## config.mk

```make
export PLATFORM = sky130hd
export DESIGN_NAME = ef_pwm_deadband
export DESIGN_NICKNAME = d
export VERILOG_FILES = /design/src/rtl/ef_pwm_deadband.sv
export SDC_FILE = /design/constraint.sdc
export NUM_CORES = 1
export LEC_CHECK = 0
export ABC_CLOCK_PERIOD_IN_PS = 3200
export CORE_UTILIZATION = 45
export DETAILED_ROUTE_END_ITERATION = 8
export PLACE_DENSITY = 0.7
export SKIP_CTS_REPAIR_TIMING = 1
export SYNTH_ARGS = -nofsm -noshare
export SYNTH_HDL_FRONTEND = slang
export SYNTH_SLANG_ARGS = --single-unit
```

## constraint.sdc

```tcl
create_clock -name clk -period 3.2 [get_ports clk]
set_input_delay 0.32 -clock clk [delete_from_list [all_inputs] [get_ports clk]]
set_output_delay 0.32 -clock clk [all_outputs]
set_load 0.02 [all_outputs]
```

## src/rtl/ef_pwm_deadband.sv

```systemverilog
// ---------------------------------------------------------------------------
// ef_pwm_deadband
//
// Dead-band / complementary-output stage placed behind one PWM channel. It
// turns a single PWM waveform into a high-side / low-side gate pair with
// independent rising-edge and falling-edge dead times. Both gates are never
// high in the same cycle. Pulses shorter than the dead time are swallowed.
// An external fault latches a shutdown that software must clear.
//
// Ports:
//   clk        block clock, all logic on the rising edge
//   rst_n      asynchronous active-low reset
//   en         stage enable (level)
//   pwm_in     PWM waveform from the PWM core, synchronous to clk
//   rise_dly   rising-edge dead time (both low for rise_dly+1 cycles)
//   fall_dly   falling-edge dead time (both low for fall_dly+1 cycles)
//   fault_in   asynchronous external fault pin, active-high
//   fault_clr  single-cycle pulse that clears a latched fault
//   out_hi     high-side gate drive, registered
//   out_lo     low-side gate drive, registered
//   fault_sts  latched fault status, registered
//   pulse_drop one-cycle pulse when an input pulse is swallowed
// ---------------------------------------------------------------------------
module ef_pwm_deadband #(
  parameter int DBW = 8
) (
  input  logic           clk,
  input  logic           rst_n,
  input  logic           en,
  input  logic           pwm_in,
  input  logic [DBW-1:0] rise_dly,
  input  logic [DBW-1:0] fall_dly,
  input  logic           fault_in,
  input  logic           fault_clr,
  output logic           out_hi,
  output logic           out_lo,
  output logic           fault_sts,
  output logic           pulse_drop
);

  typedef enum logic [2:0] {
    DISABLED = 3'd0,
    LO_ON    = 3'd1,
    DB_R     = 3'd2,
    HI_ON    = 3'd3,
    DB_F     = 3'd4,
    FAULT    = 3'd5
  } state_t;

  state_t         state;
  state_t         state_nxt;
  logic [DBW-1:0] cnt;
  logic [DBW-1:0] cnt_nxt;
  logic           drop_nxt;
  logic           fault_meta;
  logic           fault_s;

  // Two-flop synchronizer for the asynchronous fault pin. A rising fault_in
  // becomes visible to the next-state logic after two edges, so the state
  // register enters FAULT on the third edge.
  always_ff @(posedge clk or negedge rst_n) begin
    if (!rst_n) begin
      fault_meta <= 1'b0;
      fault_s    <= 1'b0;
    end else begin
      fault_meta <= fault_in;
      fault_s    <= fault_meta;
    end
  end

  // Next-state logic. Fault has top priority, then disable, then the normal
  // dead-band sequencing. In the dead-band states pwm_in is examined before
  // the counter so that an input reversal always aborts the pending edge,
  // even on the cycle the count would have expired. The counter is only
  // decremented from a nonzero value, so it can never wrap.
  always_comb begin
    state_nxt = state;
    cnt_nxt   = cnt;
    drop_nxt  = 1'b0;
    if ((state != FAULT) && fault_s) begin
      state_nxt = FAULT;
    end else if ((state != FAULT) && !en) begin
      state_nxt = DISABLED;
    end else begin
      case (state)
        DISABLED: begin
          if (pwm_in) begin
            state_nxt = DB_R;
            cnt_nxt   = rise_dly;
          end else begin
            state_nxt = DB_F;
            cnt_nxt   = fall_dly;
          end
        end
        LO_ON: begin
          if (pwm_in) begin
            state_nxt = DB_R;
            cnt_nxt   = rise_dly;
          end
        end
        DB_R: begin
          if (!pwm_in) begin
            state_nxt = LO_ON;
            drop_nxt  = 1'b1;
          end else if (cnt == '0) begin
            state_nxt = HI_ON;
          end else begin
            cnt_nxt = cnt - DBW'(1);
          end
        end
        HI_ON: begin
          if (!pwm_in) begin
            state_nxt = DB_F;
            cnt_nxt   = fall_dly;
          end
        end
        DB_F: begin
          if (pwm_in) begin
            state_nxt = HI_ON;
            drop_nxt  = 1'b1;
          end else if (cnt == '0) begin
            state_nxt = LO_ON;
          end else begin
            cnt_nxt = cnt - DBW'(1);
          end
        end
        FAULT: begin
          if (fault_clr && !fault_s) begin
            state_nxt = DISABLED;
          end
        end
        default: begin
          state_nxt = DISABLED;
        end
      endcase
    end
  end

  // State, counter and output registers. Outputs are decoded from the next
  // state so each gate changes on the same edge as the state it reflects,
  // and reset drops both gates immediately without any dead-band wait.
  always_ff @(posedge clk or negedge rst_n) begin
    if (!rst_n) begin
      state      <= DISABLED;
      cnt        <= '0;
      out_hi     <= 1'b0;
      out_lo     <= 1'b0;
      fault_sts  <= 1'b0;
      pulse_drop <= 1'b0;
    end else begin
      state      <= state_nxt;
      cnt        <= cnt_nxt;
      out_hi     <= (state_nxt == HI_ON);
      out_lo     <= (state_nxt == LO_ON);
      fault_sts  <= (state_nxt == FAULT);
      pulse_drop <= drop_nxt;
    end
  end

endmodule

```

Word level (Yosys, flattened, before mapping). Index checks and enable logic that the tools add are counted.

Register bits after elaboration: 17. Output and inout bits: 4. Logic and storage cells: 56.

Bitwise gates (word level): 2. Eq/ne operators: 13. $add $sub $neg: 1. Reductions and logical operators: 9. Multiplexer cells: 23.

Operators by type and width (count): two-way mux 8 bit (6); case mux 8 bit (5 select lines) (1); two-way mux 3 bit (10); case mux 3 bit (6 select lines) (1); == test 3 x 2 -> 1 bit, second input constant (3); == test 3 bit, second input constant (3); zero test 8 bit (1); != test 2 bit, second input constant (4); subtractor 8 x 1 -> 8 bit, second input constant (1); AND reduction 7 bit (1); == test 3 x 1 -> 1 bit, second input constant (2); nonzero test 5 bit (1); two-way mux 1 bit (4); logical AND 1 bit (3); zero test 3 bit (1); != test 3 bit, second input constant (1); zero test 1 bit (2); NOT 1 bit (2); case mux 1 bit (2 select lines) (1).

Longest topological paths before layout.
Depth after elaboration: 7. Depth in mapped cells: 8.

Worst setup path after synthesis. No wires, ideal clock.

Path kind: reg-to-reg. Start: register cnt[0]. End: register cnt[0]. Data arrival time: 1.860 ns. Data required time: 3.075 ns. Clock period less this slack: 1.985 ns. Path buffers: 2. Setup slack: 1.215 ns. Stages on the path, launching flop included: 9. Cells stage by stage: dfrtp_1 > inv_1 > ha_1 > nor4b_1 > and4bb_1 > clkbuf_1 > or3_1 > buf_6 > mux2_4.

Word-level cells in the longest chain between the ends: 4. Elaborated cells between the ends (all ways): 6. Those cells by class: 1 x add/sub; 4 x mux; 1 x reduce/logical.

Ends and longest elaborated chain: from (decl) (RTL line 52) `logic [DBW-1:0] cnt;`; from (signal assigned) (RTL line 152) `cnt <= cnt_nxt;`; subtractor 8 x 1 -> 8 bit / zero test 8 bit (equally long branches); two-way mux 8 bit * (RTL line 105, 121); two-way mux 8 bit (on tied branches) (RTL line 118, 102); case mux 8 bit (5 select lines) * (RTL line 85) `case (state)`.

Mark *: on every way between the ends. The rest lies on a longest branch, timed or not. The select of a mux whose other input is x is not followed. A chain may end at the register's enable or synchronous reset.

Worst setup path after layout.
Start: register state[1]. End: register cnt[0].

Word-level cells in the longest chain between the ends: 4. Elaborated cells between the ends (all ways): 17. Those cells by class: 9 x eq/ne; 1 x mux; 2 x bitwise; 5 x reduce/logical.

Ends and longest elaborated chain: from (decl) (RTL line 50) `state_t state;`; from (signal assigned) (RTL line 151) `state <= state_nxt;`; parallel branches: the longest is 4 deep, another holds AND reduction 7 bit.

Several ways; the timed one is not identified.

==> impl_metrics.toml <==
[run_status]
status = "complete, no violations"

[clock_network]
htree_levels = 1
worstSkewPairLatency_ns = 0.30
root_buffer = "clkbuf_4"
cts_buffers = 3
cts.clk_slew.worst_paths_ns = 0.10
clock_path_buffers = 2
cts_tree = "done"
clock-sinks = 17

[worst_setup_path]
crit_path_start_kind = "register"
path_cells = "xnor2_1, buf_4, and4bb_1, or3_1, mux2_4"
r2r_start = "state[1]"
cp.required_ns = 3.38
cpPeakStageDelay_ns = 0.85
cp-end-kind = "register"
cp-startpoint = "state[1]"
reg2reg_setup_slack_ns = 0.69
arrival_ns = 2.69
worstSetupPathType = "reg -> reg"
slowest_stage = "dfrtp_1"
cp_max_fo = 27

[drt]
vias = 1450
ant_nets = 0
drt-total-wl_mm = 3.64
drt_iter0_drc = 218
vias_per_cell = 6.04
routedWlPerCell_um = 15.2
drc_errors = 0
drtPass1Iterations = 4

[global_routing]
grt_util_met1_pct = 31.9
grt_use_met3_pct = 4.55
grt_pass1_wl_mm = 6.27
overflow = 0
grt_pass1_vias = 1335
grt_start_max_net_pins = 39
grt_antenna_before_repair = 0
met2_usage_pct = 35.2
top_usage_layer = "met2"
grt.total_usage_pct = 23.1

[timing]
rsz0062_at_grt = "no"
hold_viol = 0
fin_worst_skew_ns = 0.00816
setup_viol = 0
period_minus_slack_ns = 2.51
fin_crit_sh_pct = 78.4
fin_hold_ws_ns = 0.348
slew_violations = 0
fin_tns_setup_ns = 0
max_slew_margin_pct = 49.1
max_freq_mhz = 398
worst_pin_slew_ns = 0.763

[logic_synthesis]
synth_fp_nets = 204
syn_area_um2 = 1510
ys_async_sr_fraction_pct = 100
ys_ff_latch = 17
yosysWarnings = 0
synthFlopType = "dfrtp_1"
synthDistinctLibCells = 48
synth_cells = 180
syn-mean-instance-area_um2 = 8.38
synth-edff-count = 0
ys_seq_area_share_pct = 28.2

[placed_design]
dp_hpwl_mm = 2.67
place_congestion = 0.979
place.port_buffers = 25

[flow_run]
cap_viol_max_count = 0

[die]
core-area_um2 = 3130
die_width_um = 59.9
io_pins = 26
die_y_um = 59.9
dieArea_um2 = 3590
start_util_pct = 48.2
rows = 20

[cells_and_area]
final_common_cell = "clkdlybuf4s50_1"
areaGrowthSynthToFinish_pct = 18.0
num_antenna_cells = 0
drive_gt1_share_pct = 9.69
finish.utilization_pct = 56.9
mostFrequentLayoutCells = "25 x clkdlybuf4s50_1, 17 x dfrtp_1, 15 x a21oi_1"
final_nets = 221

[power_and_ir_drop]
finalPower_mw = 1.16
pwr_density_cell_nw_per_um2 = 650
leakagePower_nw = 0.704
max-vdd-ir-drop_uv = 493

[min_path]
hp-class = "reg -> reg"
worst_hold_startpoint = "fault_meta"
-- cell families (layout without fill, tap and decap cells) --
kind of cell / Yosys count / after routing / synth area share, %
AND/OR/NAND/NOR: 64 / 64 / 25.5
AO/OA/AOI/OAI: 60 / 60 / 28.3
buffers and inverters: 25 / 41 / 8.04
flip-flops: 17 / 17 / 28.2
multiplexers: 10 / 10 / 7.21
adder cells (fa/ha/maj): 2 / 2 / 1.66
XOR/XNOR: 2 / 2 / 1.16
-- final timing paths --
| check | to | cells after the start |
|---|---|---|
| setup / recovery | cnt[0] | 5 |
| hold / removal | fault_s | 0 |
| setup reg to reg | cnt[0] | 5 |
| hold reg to reg | fault_s | 0 |
| max in group asynchronous | cnt[2] | 1 |
| min in group asynchronous | out_hi | 1 |
-- routing by layer --
metal	wire length [um]	vias up
met4	53	0
met5	0	-
met2	1750	43
li1	-	716
met1	1670	682
met3	162	9
-- critical path, delay by kind of cell, from the launching register on --
kind | cells | cell delay, ns
xor gates and xnor gates | 1 | 0.19
buffers and inverters | 1 | 0.19
DFF | 1 | 0.85
muxes | 1 | 0.35
and+or+nand+nor | 2 | 0.81
-- where the power goes --
part           leakage (nW)  internal (mW)  switching [mW]
clock network        0.0177         0.0466          0.0687
registers             0.210          0.280           0.105
logic                 0.477          0.302           0.355
-- registers in the layout (all words and copies together), names as in the netlist --
name	cells
out_hi	1
fault_meta	1
fault_sts	1
fault_s	1
pulse_drop	1
state	3
cnt	8
out_lo	1
-- synth_stat cells (2+ instances only) --
cell type	count	area share, %
o21ai_1	3	0.99
o21ai_0	4	1.3
inv_1	8	2.0
or3_1	3	1.2
a221oi_1	2	1.2
mux2i_1	6	4.0
nand2b_1	11	4.6
clkbuf_1	11	2.7
a32oi_1	4	2.3
a21o_1	5	2.5
mux2_2	3	2.2
a211oi_1	4	2.0
a21oi_1	15	5.0
or2_2	2	0.83
a311oi_1	2	1.2
nor2b_1	4	1.7
o31ai_1	3	1.5
nor3_1	13	4.3
nor2_1	6	1.5
buf_6	2	1.5
nor4_1	3	1.2
a31oi_1	2	0.83
nor3b_1	2	0.99
ha_1	2	1.7
buf_4	3	1.5
nand3b_1	2	0.99
xnor2_1	2	1.2
nand2_1	9	2.2
nor4b_1	4	2.3
o41ai_1	6	3.5
dfrtp_1	17	28
-- area by class of cell --
class	instances	area [um2]
Fill cell	298	1350
Timing Repair Buffer	29	280
Clock inverter	1	5.00
Inverter	8	30.0
Multi-Input combinational cell	138	962
Clock buffer	3	22.5
Tap cell	44	55.1
Sequential cell	17	425
-- stage by stage --
| step | instance area, um2 | instances | worst slack, ns |
|---|---|---|---|
| 3_3_place_gp | 1750 | 236 | 0.811 |
| 6_report | 1780 | 240 | 0.690 |
| 4_1_cts | 1780 | 240 | 0.703 |
| 3_5_place_dp | 1750 | 236 | 0.735 |
| 2_1_floorplan | 1510 | 180 | 1.21 |
| 5_1_grt | 1780 | 240 | 0.547 |
(Power assumes the default switching activity.)
